### config.mk
export PLATFORM = sky130hd
export DESIGN_NAME = k86_sram_bridge
export DESIGN_NICKNAME = d
export VERILOG_FILES = /design/src/rtl/k86_pkg.sv /design/src/rtl/k86_sram_bridge.sv
export SDC_FILE = /design/constraint.sdc
export NUM_CORES = 1
export LEC_CHECK = 0
export CORE_AREA = 2 2 79 81
export CTS_CLUSTER_DIAMETER = 80
export DETAILED_ROUTE_END_ITERATION = 10
export DIE_AREA = 0 0 81 83
export PLACE_DENSITY = 0.7
export SYNTH_ARGS = -nofsm -noshare
export SYNTH_HDL_FRONTEND = slang
export SYNTH_SLANG_ARGS = --single-unit
### constraint.sdc
create_clock -name clock -period 1.46 [get_ports clock]
set_input_delay 0.292 -clock clock [delete_from_list [all_inputs] [get_ports clock]]
set_output_delay 0.292 -clock clock [all_outputs]
set_load 0.02 [all_outputs]
### src/rtl/k86_pkg.sv
// Shared types and helpers for the K8088 SRAM bridge.
package k86_pkg;

   typedef enum logic [1:0] {S_ISSUE, S_WAIT, S_DONE} state_t;

   localparam int CNT_W = 4;

   // Address bit 0 picks the byte lane; returns {ub_n, lb_n}.
   function automatic logic [1:0] lane_sel(input logic a0);
      return a0 ? 2'b01 : 2'b10;
   endfunction

   function automatic logic [7:0] pick_byte(input logic [15:0] w, input logic a0);
      return a0 ? w[15:8] : w[7:0];
   endfunction

endpackage

### src/rtl/k86_sram_bridge.sv
// Byte-bus to 16-bit async SRAM bridge with programmable wait states.
// Define MEM_BRIDGE_CACHE_EN to add a one-entry word read cache.
module k86_sram_bridge
   import k86_pkg::*;
#(
   parameter int SRAM_AW = 18,
   parameter int WAIT    = 1
) (
   input  logic               clock,
   input  logic               reset,
   input  logic [19:0]        cpu_address,
   input  logic [7:0]         cpu_out,
   input  logic               cpu_we,
   output logic [7:0]         cpu_in,
   output logic               cpu_ce,
   output logic [SRAM_AW-1:0] sram_addr,
   output logic [15:0]        sram_dq_o,
   input  logic [15:0]        sram_dq_i,
   output logic               sram_dq_oe,
   output logic               sram_ce_n,
   output logic               sram_oe_n,
   output logic               sram_we_n,
   output logic               sram_ub_n,
   output logic               sram_lb_n
);

   state_t             state;
   logic [CNT_W-1:0]   cnt;
   logic               r_we;
   logic               r_a0;
   logic [SRAM_AW-1:0] word_a;

   // Core address bits above the SRAM window simply alias.
   logic unused_hi;
   assign unused_hi = ^cpu_address[19:SRAM_AW+1];
   assign word_a    = cpu_address[SRAM_AW:1];

`ifdef MEM_BRIDGE_CACHE_EN
   logic [15:0]        c_data;
   logic [SRAM_AW-1:0] c_tag;
   logic               c_valid;
   logic               c_hit;
   assign c_hit = !cpu_we && c_valid && (c_tag == word_a);
`endif

   always_ff @(posedge clock or posedge reset) begin
      if (reset) begin
         state      <= S_ISSUE;
         cnt        <= '0;
         r_we       <= 1'b0;
         r_a0       <= 1'b0;
         cpu_ce     <= 1'b0;
         cpu_in     <= 8'hFF;
         sram_addr  <= '0;
         sram_dq_o  <= '0;
         sram_dq_oe <= 1'b0;
         sram_ce_n  <= 1'b1;
         sram_oe_n  <= 1'b1;
         sram_we_n  <= 1'b1;
         sram_ub_n  <= 1'b1;
         sram_lb_n  <= 1'b1;
`ifdef MEM_BRIDGE_CACHE_EN
         c_data     <= '0;
         c_tag      <= '0;
         c_valid    <= 1'b0;
`endif
      end else begin
         case (state)
            S_ISSUE: begin
               r_we      <= cpu_we;
               r_a0      <= cpu_address[0];
               sram_addr <= word_a;
               sram_dq_o <= {2{cpu_out}};
               cnt       <= CNT_W'(WAIT);
`ifdef MEM_BRIDGE_CACHE_EN
               if (c_hit) begin
                  cpu_in <= pick_byte(c_data, cpu_address[0]);
                  cpu_ce <= 1'b1;
                  state  <= S_DONE;
               end else
`endif
               begin
                  // Strobes go active as the access enters S_WAIT; a write
                  // holds we_n low for every S_WAIT clock.
                  sram_ce_n              <= 1'b0;
                  {sram_ub_n, sram_lb_n} <= lane_sel(cpu_address[0]);
                  sram_oe_n              <= cpu_we;
                  sram_we_n              <= !cpu_we;
                  sram_dq_oe             <= cpu_we;
                  state                  <= S_WAIT;
               end
            end
            S_WAIT: begin
               if (cnt == '0) begin
                  sram_ce_n <= 1'b1;
                  sram_oe_n <= 1'b1;
                  sram_we_n <= 1'b1;
                  sram_ub_n <= 1'b1;
                  sram_lb_n <= 1'b1;
                  if (!r_we)
                     cpu_in <= pick_byte(sram_dq_i, r_a0);
`ifdef MEM_BRIDGE_CACHE_EN
                  if (!r_we) begin
                     c_data  <= sram_dq_i;
                     c_tag   <= sram_addr;
                     c_valid <= 1'b1;
                  end else if (c_valid && c_tag == sram_addr) begin
                     if (r_a0) c_data[15:8] <= sram_dq_o[7:0];
                     else      c_data[7:0]  <= sram_dq_o[7:0];
                  end
`endif
                  cpu_ce <= 1'b1;
                  state  <= S_DONE;
               end else begin
                  cnt <= cnt - 1'b1;
               end
            end
            S_DONE: begin
               // dq_oe was left high through this clock to hold write data.
               cpu_ce     <= 1'b0;
               sram_dq_oe <= 1'b0;
               state      <= S_ISSUE;
            end
            default: state <= S_ISSUE;
         endcase
      end
   end

endmodule

# Word-level counts from Yosys, hierarchy flattened
# Index checks and enable logic that the tools add are counted.
dict set report word_totals {
  register_bits 57
  out_inout_bits 49
  in_bits 47
  wordCells 44
}
dict set report classes {
  bitwise 1
  n_mux 14
  n_reduce_logical 10
  eq_ne 4
  n_addsub 1
}
# cell count
set ops {}
lappend ops {{case mux 1 bit (2 select lines)} 7}
lappend ops {{2-to-1 mux 8 bit} 1}
lappend ops {{case mux 4 bit (2 select lines)} 1}
lappend ops {{AND reduction 2 bit} 3}
lappend ops {{nonzero test 2 bit} 3}
lappend ops {{zero test 4 bit} 1}
lappend ops {{2-to-1 mux 2 bit} 2}
lappend ops {{2-to-1 mux 4 bit} 1}
lappend ops {{!= test 2 bit, second input constant} 2}
lappend ops {{case mux 2 bit (2 select lines)} 1}
lappend ops {{subtractor 4 x 1 -> 4 bit, second input constant} 1}
lappend ops {{AND reduction 3 bit} 1}
lappend ops {{equality test 2 x 1 -> 1 bit, second input constant} 1}
lappend ops {{equality test 2 bit, second input constant} 1}
lappend ops {{zero test 2 bit} 1}
lappend ops {{zero test 1 bit} 1}
lappend ops {{2-to-1 mux 1 bit} 1}
lappend ops {{NOT 1 bit} 1}

# Longest topological paths before layout
# Gate-level depths: netlist (run 1).
dict set report logic_depth {
  depth_word 3
  mapped_depth 6
  depth_no_buf 6
}

# Worst setup path before layout (run 1)
# OpenSTA, ideal clock, no wires.
dict set report synth_path {
  path_type {register to register}
  startpoint {reg cnt[0]}
  endpoint {reg cnt[0]}
  arrival_time_ns 1.327
  period_less_slack_ns 1.406
  setup_time_ns 0.079
  path_slack_ns 0.054
  stages_incl_launch_ff 6
  required_time_ns 1.381
  n_path_buf 0
  path_cell_list {dfrtp_1 inv_1 ha_1 nor3b_4 nand2b_1 mux2i_1}
}
dict set report synth_between {
  elab_chain_cells 3
  word_cells_on_any_way 6
  classes_between {add/sub (1); eq/ne (1); mux (2); reduce/logical (2)}
}
# item line_no
set synth_rtl {}
lappend synth_rtl {{from (decl)} k86_sram_bridge.sv:28} ;# logic [CNT_W-1:0] cnt;
lappend synth_rtl {{from (signal assigned)} k86_sram_bridge.sv:74} ;# cnt <= CNT_W'(WAIT);
lappend synth_rtl {{from (signal assigned)} k86_sram_bridge.sv:115} ;# cnt <= cnt - 1'b1;
lappend synth_rtl {{subtractor 4 x 1 -> 4 bit / zero test 4 bit (equally long branches)} {k86_sram_bridge.sv:115, k86_sram_bridge.sv:94}}
lappend synth_rtl {{2-to-1 mux 4 bit / != test 2 bit (equally long branches)} n/a}
lappend synth_rtl {{case mux 4 bit (2 select lines) / AND reduction 2 bit (equally long branches)} n/a}
# Several ways; a longest one is shown, not always the timed one. The select of a mux whose other input is x is not followed.
# A chain may end at the register's enable or synchronous reset.

# Worst setup path after layout (run 1)
dict set report layout_path {
  startpoint {reg cpu_in[3]}
  endpoint {out cpu_in[3]}
}
# item line_no
set layout_lines {}
lappend layout_lines {{from (decl)} k86_sram_bridge.sv:14} ;# output logic [7:0] cpu_in,
lappend layout_lines {{from (signal assigned)} k86_sram_bridge.sv:101} ;# cpu_in <= pick_byte(sram_dq_i, r_a0);
# No word-level cell between the ends.

==> results.sh, run 1 <==
export IMPL_path_max_fanout=2
export IMPL_final_antenna_net_count=0
export IMPL_cp_end_kind="output port"
export IMPL_critPathLaunchType="flop"
export IMPL_clk_path_buf_depth=2
export IMPL_cts_max_level=2
export IMPL_root_buffer="clkbuf_8"
export IMPL_clock_skew_ns=0.00574
export IMPL_synth_area_sq_um=2100
export IMPL_die_w_microns=81
export IMPL_netlist_top_cells_area="dfrtp_1 43%, nand2_1 16%, dfstp_2 16%, mux2i_1 4.8%, buf_4 2.9%"
export IMPL_synth_commonest_cells="92 x nand2_1, 36 x dfrtp_1, 13 x dfstp_2"
export IMPL_p_per_area_nw_per_um2=846
export IMPL_syn_avg_cell_area_sq_um=9.78
export IMPL_dpl_hpwl_mm=3.61
export IMPL_peakVddDrop_uv=483
export IMPL_power_leakage_nw=1.56
export IMPL_drive_above_1_share=0.174
export IMPL_synth_top_area_share=0.429
export IMPL_dp_slack_ns=0.0363
export IMPL_synth_largest_area_cell="dfrtp_1"
export IMPL_switching_share=0.255
export IMPL_finalHoldViolations=0
export IMPL_row_count=28
export IMPL_crit_family="flip-flops"
export IMPL_synth_edf_count=0
export IMPL_clkPwrFrac=0.281
export IMPL_power_switching_uw=690
export IMPL_synth_most_common_cell="nand2_1"
export IMPL_critical_path_class="reg2out"
export IMPL_area_growth_pct=52.1
export IMPL_required_ns=1.17
export IMPL_place_congestion=0.675
export IMPL_synth_distinct_cells=24
export IMPL_die_area_sq_um=6720
export IMPL_slew_violations=0
export IMPL_tightestPinTransition_ns=0.506
export IMPL_intPower_mw=2.01
export IMPL_ys_seq_area_frac=0.591
export IMPL_fin_ws_ns=0.0423
export IMPL_slew_headroom=0.662
export IMPL_fin_crit_ns=1.42
export IMPL_cts_buffers=5
export IMPL_final_util=0.550
export IMPL_arrival_ns=1.13
export IMPL_ios=96
export IMPL_gr_usage_all_layers=0.149
export IMPL_pwr_share_seq=0.551
export IMPL_synth_seq_cells=49
export IMPL_clock_fmax_mhz=705
export IMPL_start_util=0.361
export IMPL_syn_num_nets=264
export IMPL_post_route_period_util=0.971
export IMPL_critPathSlowestCell="dfstp_2"
export IMPL_status="completed"
export IMPL_cts_tree="done"
export IMPL_ys_flop_type="dfrtp_1"
export IMPL_post_route_drc_count=0
export IMPL_synth_async_reset_ratio=1.00
export IMPL_max_cap_violations=0
export IMPL_cp_num_buf_inv=1
export IMPL_fp_coreArea_sq_um=5820
export IMPL_vias=1818
export IMPL_hold_buffers=0
export IMPL_setup_viol=0
export IMPL_antenna_found_initial=0
export IMPL_nets=364
export IMPL_die_h_microns=83
export IMPL_drtIter0Drc=30
export IMPL_via_per_inst=4.65
export IMPL_io_buffer_count=94
export IMPL_grt_max_degree=20
export IMPL_clkSinkCount=49
export IMPL_antennaDiodeCount=0
export IMPL_max_stage_delay_ns=0.53
export IMPL_critical_path_cell_chain="clkdlybuf4s15_1"
export IMPL_grt_pass1_wl_mm=7.95
export IMPL_routed_wirelength_mm=4.93
export IMPL_overflow=0
export IMPL_hp_class="in2async"
export IMPL_syn_inst=215
export IMPL_grt_pass1_vias=1692
export IMPL_p_comb_frac=0.168
export IMPL_drt_pass1_iterations=4
export IMPL_yosys_warnings=0
export IMPL_power_mw=2.70
export IMPL_insertion_delay_ns=0.30
export IMPL_clk_pin_slew_ns=0.09
export IMPL_wl_per_cell_microns=12.6
## stage by stage
| stage | hold slack (ns) | setup TNS, ns | std cells | instance area (sq um) |
|---|---|---|---|---|
| after detailed placement | 0.459 | 0 | 379 | 3140 |
| after global placement | 0.457 | 0 | 379 | 3140 |
| after global routing | 0.260 | -0.00400 | 391 | 3200 |
| after floorplan | 0.382 | 0 | 215 | 2100 |
| after CTS | 0.255 | 0 | 387 | 3170 |
| final | 0.247 | 0 | 391 | 3200 |
## routing by layer
layer,wire [microns],share of wire,global-route usage,up-vias
met5,0,0,0,-
met3,414,0.084,0.0500,7
met1,2080,0.42,0.182,860
met2,2380,0.48,0.252,60
met4,49,0.0099,0.0370,0
li1,-,-,-,891
## worst register-to-register path, stage by stage, from the launching register on
cell      delay [ns]
dfrtp_1         0.40
inv_2           0.09
ha_4            0.13
nor3b_4         0.27
nand2b_4        0.22
mux2i_1         0.19
## state kept, by name, indices dropped and copies added, names as in the netlist
signal,flops
cpu_in,8
sram_addr,18
cpu_ce,1
sram_lb_n,1
sram_dq_oe,1
cnt,4
state,2
sram_oe_n,1
r_we,1
sram_dq_o,8
sram_we_n,1
r_a0,1
sram_ce_n,1
sram_ub_n,1
## cell usage in the layout (no fill, tap or decap), types with 3 or more instances in the layout
cell             count
a21oi_1              8
a31oi_1              8
buf_4               13
clkbuf_2             8
clkbuf_8             5
clkdlybuf4s15_1      5
clkdlybuf4s50_1     45
dfrtp_1             36
dfstp_2             13
dlygate4sd2_1       36
inv_2                3
mux2i_1             10
nand2_1             91
nor2_1               3
o21ai_0              5
## cells by family (layout without fill, tap and decap cells)
group / after synthesis / count (layout) / share of synthesized area
AOI/OAI and AO/OA: 26 / 26 / 0.0732
adders and majority gates: 2 / 2 / 0.0119
buffers and inverters: 23 / 124 / 0.0661
DFF: 49 / 49 / 0.591
muxes: 10 / 10 / 0.0476
and+or+nand+nor: 105 / 105 / 0.210
## timing repair
| item | 4_1_cts | 5_1_grt |
|---|---|---|
| gates resized for setup | 58 | 21 |
| setup buffers | 0 | 3 |
| pin swaps | 0 | 1 |
| cloned | 0 | 1 |
| setup endpoints to repair | 49 | 25 |
## area by class of cell
class                   instances  area [sq um]
fillers                       554          2620
flip-flops and latches         49          1240
repair buffers                111          1010
multi-input cells             143           749
well taps                      75          93.8
clock buffers                   6          72.6
inverters                       5          18.8
clock inverters                 2          10.0
## path summary, 6_finish.rpt
path	cells after the start	endpoint	from	slack, ns
max	1	cpu_in[3]	cpu_in[3]	0.04
min	2	sram_addr[14]	reset	0.25
max reg2reg	5	cnt[1]	cnt[1]	0.09
min reg2reg	2	sram_ce_n	sram_ce_n	0.47
max in group asynchronous	3	sram_ce_n	reset	0.73
min in group clock	2	sram_ce_n	sram_ce_n	0.47
## power by group through the flow
stage / Combinational, mW / Sequential [mW] / Clock, mW
4_1_cts: 0.467 / 1.49 / 0.790
5_1_grt: 0.494 / 1.50 / 0.857
2_1_floorplan: 0.136 / 1.60 / 0
6_report: 0.454 / 1.49 / 0.758
3_5_place_dp: 0.519 / 1.52 / 0
3_3_place_gp: 0.514 / 1.52 / 0
Power figures use the tool's default switching activity.
==> run 2, diff against run 1 <==
--- a/config.mk
+++ b/config.mk
@@ -6,7 +6,6 @@
 export NUM_CORES = 1
 export LEC_CHECK = 0
 export CORE_AREA = 2 2 79 81
-export CTS_CLUSTER_DIAMETER = 80
 export DETAILED_ROUTE_END_ITERATION = 10
 export DIE_AREA = 0 0 81 83
 export PLACE_DENSITY = 0.7
==> results of run 2 <==
Same layout as run 1: the final DEF is identical, and so are final timing and power.
